### src/rtl/ring_scan_controller.sv
// ---------------------------------------------------------------------------
// ring_scan_controller
//
// Purpose:
//   Sequencer for the one-hot ring counter in the light-scan game. It makes
//   the counter's step-enable pulses at one of four rates and drives the
//   counter's clear. It also runs an IDLE/CLEAR/RUN/RESULT game FSM. When the
//   player stops, it samples the ring position and reports hit or miss against
//   a target slot. It also counts completed laps of the ring.
//
// Ports:
//   clk         in   system clock, rising edge
//   rst_n       in   asynchronous active-low reset
//   start       in   start/restart pulse (one cycle)
//   stop        in   stop pulse (one cycle)
//   speed[1:0]  in   step rate select, period = DIV_BASE >> speed
//   pos         in   one-hot position fed back from the ring counter
//   ring_en     out  one-cycle step enable to the ring counter
//   ring_rst_n  out  active-low synchronous clear to the ring counter
//   busy        out  high while in CLEAR or RUN
//   hit         out  stop landed on TARGET_IDX (valid in RESULT)
//   miss        out  stop landed elsewhere or pos was not one-hot
//   cap_pos     out  pos captured at stop
//   lap_cnt     out  completed wraps since start, saturating at 255
// ---------------------------------------------------------------------------
module ring_scan_controller #(
  parameter int RING_LEN   = 15,
  parameter int DIV_BASE   = 1000000,
  parameter int DIV_WIDTH  = 20,
  parameter int TARGET_IDX = 7
) (
  input  logic                clk,
  input  logic                rst_n,
  input  logic                start,
  input  logic                stop,
  input  logic [1:0]          speed,
  input  logic [RING_LEN-1:0] pos,
  output logic                ring_en,
  output logic                ring_rst_n,
  output logic                busy,
  output logic                hit,
  output logic                miss,
  output logic [RING_LEN-1:0] cap_pos,
  output logic [7:0]          lap_cnt
);

  typedef enum logic [1:0] {
    S_IDLE,
    S_CLEAR,
    S_RUN,
    S_RESULT
  } state_t;

  localparam logic [DIV_WIDTH-1:0] BASE_PERIOD = DIV_WIDTH'(DIV_BASE);
  localparam logic [DIV_WIDTH-1:0] ONE_COUNT   = {{(DIV_WIDTH-1){1'b0}}, 1'b1};
  localparam logic [RING_LEN-1:0]  TARGET_MASK =
    {{(RING_LEN-1){1'b0}}, 1'b1} << TARGET_IDX;

  state_t               r_state;
  logic [DIV_WIDTH-1:0] r_presc;
  logic [DIV_WIDTH-1:0] r_period;
  logic                 r_ring_en;
  logic                 r_ring_rst_n;
  logic                 r_busy;
  logic                 r_hit;
  logic                 r_miss;
  logic [RING_LEN-1:0]  r_cap_pos;
  logic [7:0]           r_lap_cnt;

  logic [DIV_WIDTH-1:0] w_speed_period;
  logic [DIV_WIDTH-1:0] w_last_count;
  logic                 w_wrap;
  logic                 w_pos_hit;
  logic                 w_lap_step;

  // The step period comes from the live speed input. It is only loaded into
  // r_period in CLEAR and at each prescaler wrap, so a speed change never
  // cuts a step short.
  assign w_speed_period = BASE_PERIOD >> speed;
  assign w_last_count   = r_period - ONE_COUNT;
  assign w_wrap         = (r_presc == w_last_count);

  // An exact compare also sends a zero or multi-bit pos to miss.
  assign w_pos_hit      = (pos == TARGET_MASK);

  // A lap is counted when a step pulse is on the wire while the ring sits on
  // its top bit, i.e. the step is moving it from the top bit back to bit 0.
  assign w_lap_step     = r_ring_en && pos[RING_LEN-1] && (r_lap_cnt != 8'hFF);

  // Game FSM with all outputs registered. Outputs that change on a state
  // change are written on the transition edge, so they line up exactly with
  // the state they belong to.
  always_ff @(posedge clk or negedge rst_n) begin
    if (!rst_n) begin
      r_state      <= S_IDLE;
      r_presc      <= '0;
      r_period     <= BASE_PERIOD;
      r_ring_en    <= 1'b0;
      r_ring_rst_n <= 1'b1;
      r_busy       <= 1'b0;
      r_hit        <= 1'b0;
      r_miss       <= 1'b0;
      r_cap_pos    <= '0;
      r_lap_cnt    <= '0;
    end else begin
      case (r_state)
        S_IDLE, S_RESULT: begin
          r_ring_en <= 1'b0;
          if (start) begin
            // Clear the result right away, so hit/miss are already low in CLEAR.
            r_state      <= S_CLEAR;
            r_ring_rst_n <= 1'b0;
            r_busy       <= 1'b1;
            r_presc      <= '0;
            r_hit        <= 1'b0;
            r_miss       <= 1'b0;
            r_cap_pos    <= '0;
            r_lap_cnt    <= '0;
          end
        end

        S_CLEAR: begin
          r_state      <= S_RUN;
          r_ring_rst_n <= 1'b1;
          r_ring_en    <= 1'b0;
          r_presc      <= '0;
          r_period     <= w_speed_period;
          r_hit        <= 1'b0;
          r_miss       <= 1'b0;
          r_cap_pos    <= '0;
          r_lap_cnt    <= '0;
        end

        S_RUN: begin
          if (w_lap_step) begin
            r_lap_cnt <= r_lap_cnt + 8'd1;
          end
          if (stop) begin
            // stop beats both start and any step pulse due this cycle.
            r_state   <= S_RESULT;
            r_busy    <= 1'b0;
            r_ring_en <= 1'b0;
            r_cap_pos <= pos;
            r_hit     <= w_pos_hit;
            r_miss    <= !w_pos_hit;
          end else if (w_wrap) begin
            r_presc   <= '0;
            r_period  <= w_speed_period;
            r_ring_en <= 1'b1;
          end else begin
            r_presc   <= r_presc + ONE_COUNT;
            r_ring_en <= 1'b0;
          end
        end

        default: begin
          r_state <= S_IDLE;
        end
      endcase
    end
  end

  assign ring_en    = r_ring_en;
  assign ring_rst_n = r_ring_rst_n;
  assign busy       = r_busy;
  assign hit        = r_hit;
  assign miss       = r_miss;
  assign cap_pos    = r_cap_pos;
  assign lap_cnt    = r_lap_cnt;

endmodule

### config.mk
export PLATFORM = sky130hd
export DESIGN_NAME = ring_scan_controller
export DESIGN_NICKNAME = d
export VERILOG_FILES = /design/src/rtl/ring_scan_controller.sv
export SDC_FILE = /design/constraint.sdc
export NUM_CORES = 1
export LEC_CHECK = 0
export BUFFER_PORTS_ARGS = -buffer_cell sky130_fd_sc_hd__buf_2
export CAP_MARGIN = 20
export CORE_ASPECT_RATIO = 1.4
export CORE_UTILIZATION = 64
export CTS_BUF_LIST = sky130_fd_sc_hd__clkbuf_2
export DETAILED_ROUTE_END_ITERATION = 12
export GPL_ROUTABILITY_DRIVEN = 0
export PLACE_DENSITY = 0.95
export SLEW_MARGIN = 5
export SYNTH_ARGS = -nofsm -noshare
export SYNTH_HDL_FRONTEND = slang
export SYNTH_SLANG_ARGS = --single-unit
### constraint.sdc
create_clock -name clk -period 6.97 [get_ports clk]
set_clock_uncertainty 0.15 [all_clocks]
set_input_delay 1.0455 -clock clk [delete_from_list [all_inputs] [get_ports clk]]
set_output_delay 1.0455 -clock clk [all_outputs]
set_load 0.01 [all_outputs]
---- Word level (Yosys, flattened, before mapping) ----
Index checks and enable logic that the tools add are counted.
W data, S select, Z words.
storage, ports and cells
  bits of input ports ..................... 21
  bits in registers ....................... 70
cells by class
  add/sub/neg operators ................... 3
  reduce and logical (&&, ||, !) cells .... 15
  equal/unequal tests ..................... 11
  muxes and demuxes ....................... 28
  shift-type cells ........................ 1
operators with widths
  kind                     count
  $mux W20                 5
  $pmux W20 S3             1
  $pmux W15 S3             1
  $pmux W20 S2             1
  $mux W15                 2
  $pmux W8 S3              1
  $add A20 B1 Y20 const B  1
  $eq A20 B20 Y1           1
  $shr A20 B2 Y20 const A  1
  $sub A20 B1 Y20 const B  1
  $mux W8                  2
  $eq A15 B8 Y1 const B    1
  $ne A2 B2 Y1 const B     5
  $add A8 B1 Y8 const B    1
  $ne A8 B8 Y1 const B     1
  $reduce_and A2 Y1        4
  $mux W1                  7
  $pmux W1 S2              3
  $pmux W1 S3              2
  $pmux W2 S3              1
  $reduce_and A3 Y1        2
  $reduce_bool A2 Y1       3
  $eq A2 B2 Y1 const B     2
  $mux W2                  2
  6 further kinds          7

---- Logic depth before layout (Yosys ltp) ----
  word-level depth ........................ 5
  gate-level depth with buffers ........... 11
  mapped depth without buffers ............ 9

---- Least setup slack after synthesis ----
Ideal clock, no wire load.
  path type ............................... register to register
  from .................................... reg r_period[12]
  to ...................................... reg r_period[11]
  slack ................................... 4224 ps
  stages on the path, launching flop included .. 12
  library setup time ...................... 125 ps
  data arrival time ....................... 2471 ps
  required time ........................... 6695 ps
  cells stage by stage .................... dfrtp_1 buf_6 inv_1 ha_1 and2b_2 nand2_1 or4bb_1 o2bb2ai_2 or2_4 o22ai_2 buf_6 mux2_4
on the way
  longest elaborated chain between the ends .. 4
ends and longest elaborated chain
  element                             line  text
  from (decl)                         61    logic [DIV_WIDTH-1:0] r_period;
  from (signal assigned)              127   r_period <= w_speed_period;
  from (signal assigned)              148   r_period <= w_speed_period;
  $sub A20 B1 Y20                     80    assign w_last_count = r_period - ONE_COUNT;
  $eq A20 B20 Y1                      81    assign w_wrap = (r_presc == w_last_count);
  $ne A2 B2 Y1 (no source line)       --
  $reduce_and A3 Y1 (no source line)  --
No other way between the ends.
A chain may end at the register's enable or synchronous reset.

---- Final worst setup path ----
  from .................................... reg r_period[12]
  to ...................................... reg r_period[13]
The elaborated chain is that of the path after synthesis.

==> impl_metrics.toml <==
[worst_setup_path]
cp-start-kind = "register"
crit_path_end_kind = "register"
critPathMaxStageDelay_ns = 0.57
crit_path_cell_trace = "inv_1 > ha_1 > and2_1 > nor3b_1 > a2111oi_2 > o2111ai_4 > or2_4 > o22ai_2 > mux2_4"
crit_arrival_ns = 3.61
crit_buf_inv = 1
path_max_fanout = 10
worstPathRequired_ns = 7.20
crit_path_top_delay_cell = "dfrtp_1"
cp_top_family = "compound AO/OA/AOI/OAI gates"
critPathKind = "register to register"

[logic_synthesis]
syn_area_mm2 = 0.003616
ys_seq_area_share_pct = 41.73
synth_edf_count = 0
yosys.cell_types.count = 64
ys_async_sr_fraction_pct = 100.0
syn-instance-count = 359
yosysWarnings = 0
synth.net_count = 393
ys_ff_latch = 60
syn_avg_cell_area_um2 = 10.07
ys.flop_type = "dfrtp_1"

[routing]
viasPerCell = 6.321
drt.antenna.violating_nets = 0
vias = 2996
dr.pass1.iters = 4
drt-initial-drc-count = 233
wirelength_mm = 7.903
drc = 0
detail_route.wl_per_cell_um = 16.67

[global_route]
use_met3_pct = 6.281
grt.total_usage_pct = 29.72
grt_use_met1_pct = 36.30
overflow = 0
grt_pass1_vias = 2929
grt_max_degree = 61
grt_pass1_wl_mm = 13.50
met2_usage_pct = 46.99
grt-busiest-layer = "met2"
grt_antenna_before_repair = 1

[timing]
setup_viol = 0
fin_crit_ns = 3.373
fin_crit_sh_pct = 48.39
hold_viol = 0
fin_hold_ws_ns = 0.3588
grt_setup_unrepaired = "no"
drv_slew = 0
layout_setup_ws_ns = 3.597
fin_tns_setup_ns = 0
max_freq_ghz = 0.2965
relSlewSlack_pct = 50.68
worstMarginPinSlew_ns = 0.7398

[cells_and_area]
regArea_mm2 = 0.001509
multi_input_area_mm2 = 0.001931
syn_to_final_growth_pct = 10.17
drive_above_1_share_pct = 23.21
postLayoutCellArea_mm2 = 0.003984
final_core_util_pct = 72.63
fillers = 343
final_nets = 434

[clocking]
root_buffer = "clkbuf_2"
post_cts_resize_count = 0
cts_tree = "yes"
cts_setup_buffers = 0
cts_max_level = 3
clockBufferDepth = 2
numCtsBuffers = 9
cts_sinks = 60
insertion_delay_ns = 0.50
cts.clk_slew.worst_paths_ns = 0.16
hold_buffers = 0

[floorplanning]
fp-row-count = 32
die-area_mm2 = 0.005959
die_w_um = 65.53
pin_count = 49
die-height_um = 90.94
initial_core_util_pct = 65.92
core_area_mm2 = 0.005485

[placement]
port-buffer-count = 48
hpwl_mm = 5.412
dpl_cell_area_mm2 = 0.003829
dp_slack_ns = 3.635

[hold_path]
hp-class = "register to register"

[pwr]
pwr_density_cell_mw_per_mm2 = 321.8
p_leak_nw = 1.990
p_switching_mw = 0.4954
swShare_pct = 38.64
p_seq_share_pct = 40.0
intPower_mw = 0.7867
ir_worst_vdd_mv = 0.2033
comb_power_share_pct = 38.0
clkPwrFrac_pct = 22.0

[run_status]
status = "finished clean"

[flow_run]
max_cap_violations = 0
==> per-stage QoR <==
stage               cells  power (mW)
detailed placement    457      0.9978
floorplan             359      0.8995
CTS                   473       1.280
global route          474       1.361
global placement      457      0.9750
finish                474       1.282
==> cells in the mapped netlist (all sizes together), types with 3 or more instances <==
master | instances | area, um^2
a22o | 19 | 166.4
inv | 15 | 56.30
nand3b | 3 | 22.52
xor2 | 8 | 70.07
a21o | 10 | 75.07
ha | 13 | 162.7
mux2 | 8 | 112.6
nand2 | 32 | 120.1
o21ai | 14 | 81.33
buf | 11 | 90.08
a21oi | 11 | 55.05
nor4b | 3 | 26.28
nand4 | 4 | 25.02
a211o | 5 | 43.79
nor3b | 7 | 57.55
nor2 | 20 | 75.07
nor3 | 14 | 70.07
o21bai | 5 | 37.54
clkbuf | 8 | 30.03
nor4 | 5 | 43.79
dfrtp | 54 | 1351
a32o | 4 | 40.04
and3 | 13 | 82.58
nor2b | 4 | 25.02
dfstp | 6 | 157.7
or3 | 3 | 18.77
nand3 | 15 | 75.07
xnor2 | 12 | 105.1
mux2i | 5 | 50.05
==> sequential cells by signal, summed over array words and instances, names as in the netlist <==
name and flops:
busy 1, ring_en 1, r_presc 20, miss 1, ring_rst_n 1, hit 1, cap_pos 15, r_state 2
lap_cnt 8, r_period 10
==> power groups by stage <==
stage                     Sequential [mW]  Clock [mW]  Combinational, mW
after floorplan                     0.485           0              0.415
after global placement              0.514           0              0.461
after detailed placement            0.516           0              0.482
after CTS                           0.511       0.283              0.486
after global routing                0.523       0.301              0.537
final                               0.513       0.282              0.488
==> per-layer routing <==
metal,vias to the layer above,wire (um)
li1,1389,-
met1,1480,3234
met2,104,4012
met3,23,339
met4,0,317
met5,-,0
==> cells in the final DEF, fill, tap and decap left out, drive strengths merged, types with 2 or more instances in the layout <==
cell	netlist	final
a21oi	11	11
clkinv	0	3
nand2	32	32
mux2i	5	5
buf	11	49
nand3b	3	3
o21ai	14	14
nand4	4	4
and3	13	13
a21o	10	10
nor4b	3	3
nor3	14	14
a32o	4	4
ha	13	13
xor2	8	8
dfstp	6	6
or4	2	2
inv	15	15
a211o	5	5
nor2	20	20
o2111ai	2	2
dfrtp	54	54
bufinv	0	3
and2b	2	2
nor2b	4	4
or3	3	3
mux2	8	8
xnor2	12	12
a22o	19	19
nor3b	7	7
nor4	5	5
clkbuf	8	10
o211ai	2	2
o21bai	5	5
nand3	15	15
==> logic make-up after synthesis <==
kind of cell             Yosys count  synth area share, %
AND/OR/NAND/NOR                  135                20.69
AO/OA/AOI/OAI                     84                18.86
flip-flops                        60                41.73
buffers and inverters             34                4.879
XOR/XNOR                          20                4.844
multiplexers                      13                4.498
adder cells (fa/ha/maj)           13                4.498
==> cell type report <==
class | instances | area share (%)
clock buffer | 10 | 1.256
multi-input combinational | 265 | 48.46
antenna | 1 | 0.06281
clock inverter | 6 | 2.575
tap | 68 | 2.136
inverter | 15 | 1.413
sequential | 60 | 37.88
timing repair buffer | 49 | 6.219
==> path summary, 6_finish.rpt <==
check / cells after the start / slack [ns] / to / startpoint
worst max-delay path: 9 / 3.60 / r_period[13] / r_period[12]
worst min-delay path: 2 / 0.36 / r_period[17] / r_period[17]
worst max register to register: 9 / 3.60 / r_period[13] / r_period[12]
worst min register to register: 2 / 0.36 / r_period[17] / r_period[17]
max in group asynchronous: 2 / 5.65 / r_period[13] / rst_n
min in group asynchronous: 2 / 0.52 / cap_pos[12] / rst_n
==> worst reg2reg max path: stages, from the launching register on <==
cell and delay (ns):
dfrtp_1 0.57, inv_1 0.13, ha_1 0.26, and2_1 0.17, nor3b_1 0.14, a2111oi_2 0.52
o2111ai_4 0.18, or2_4 0.28, o22ai_2 0.52, mux2_4 0.36
(Power assumes the default switching activity.)
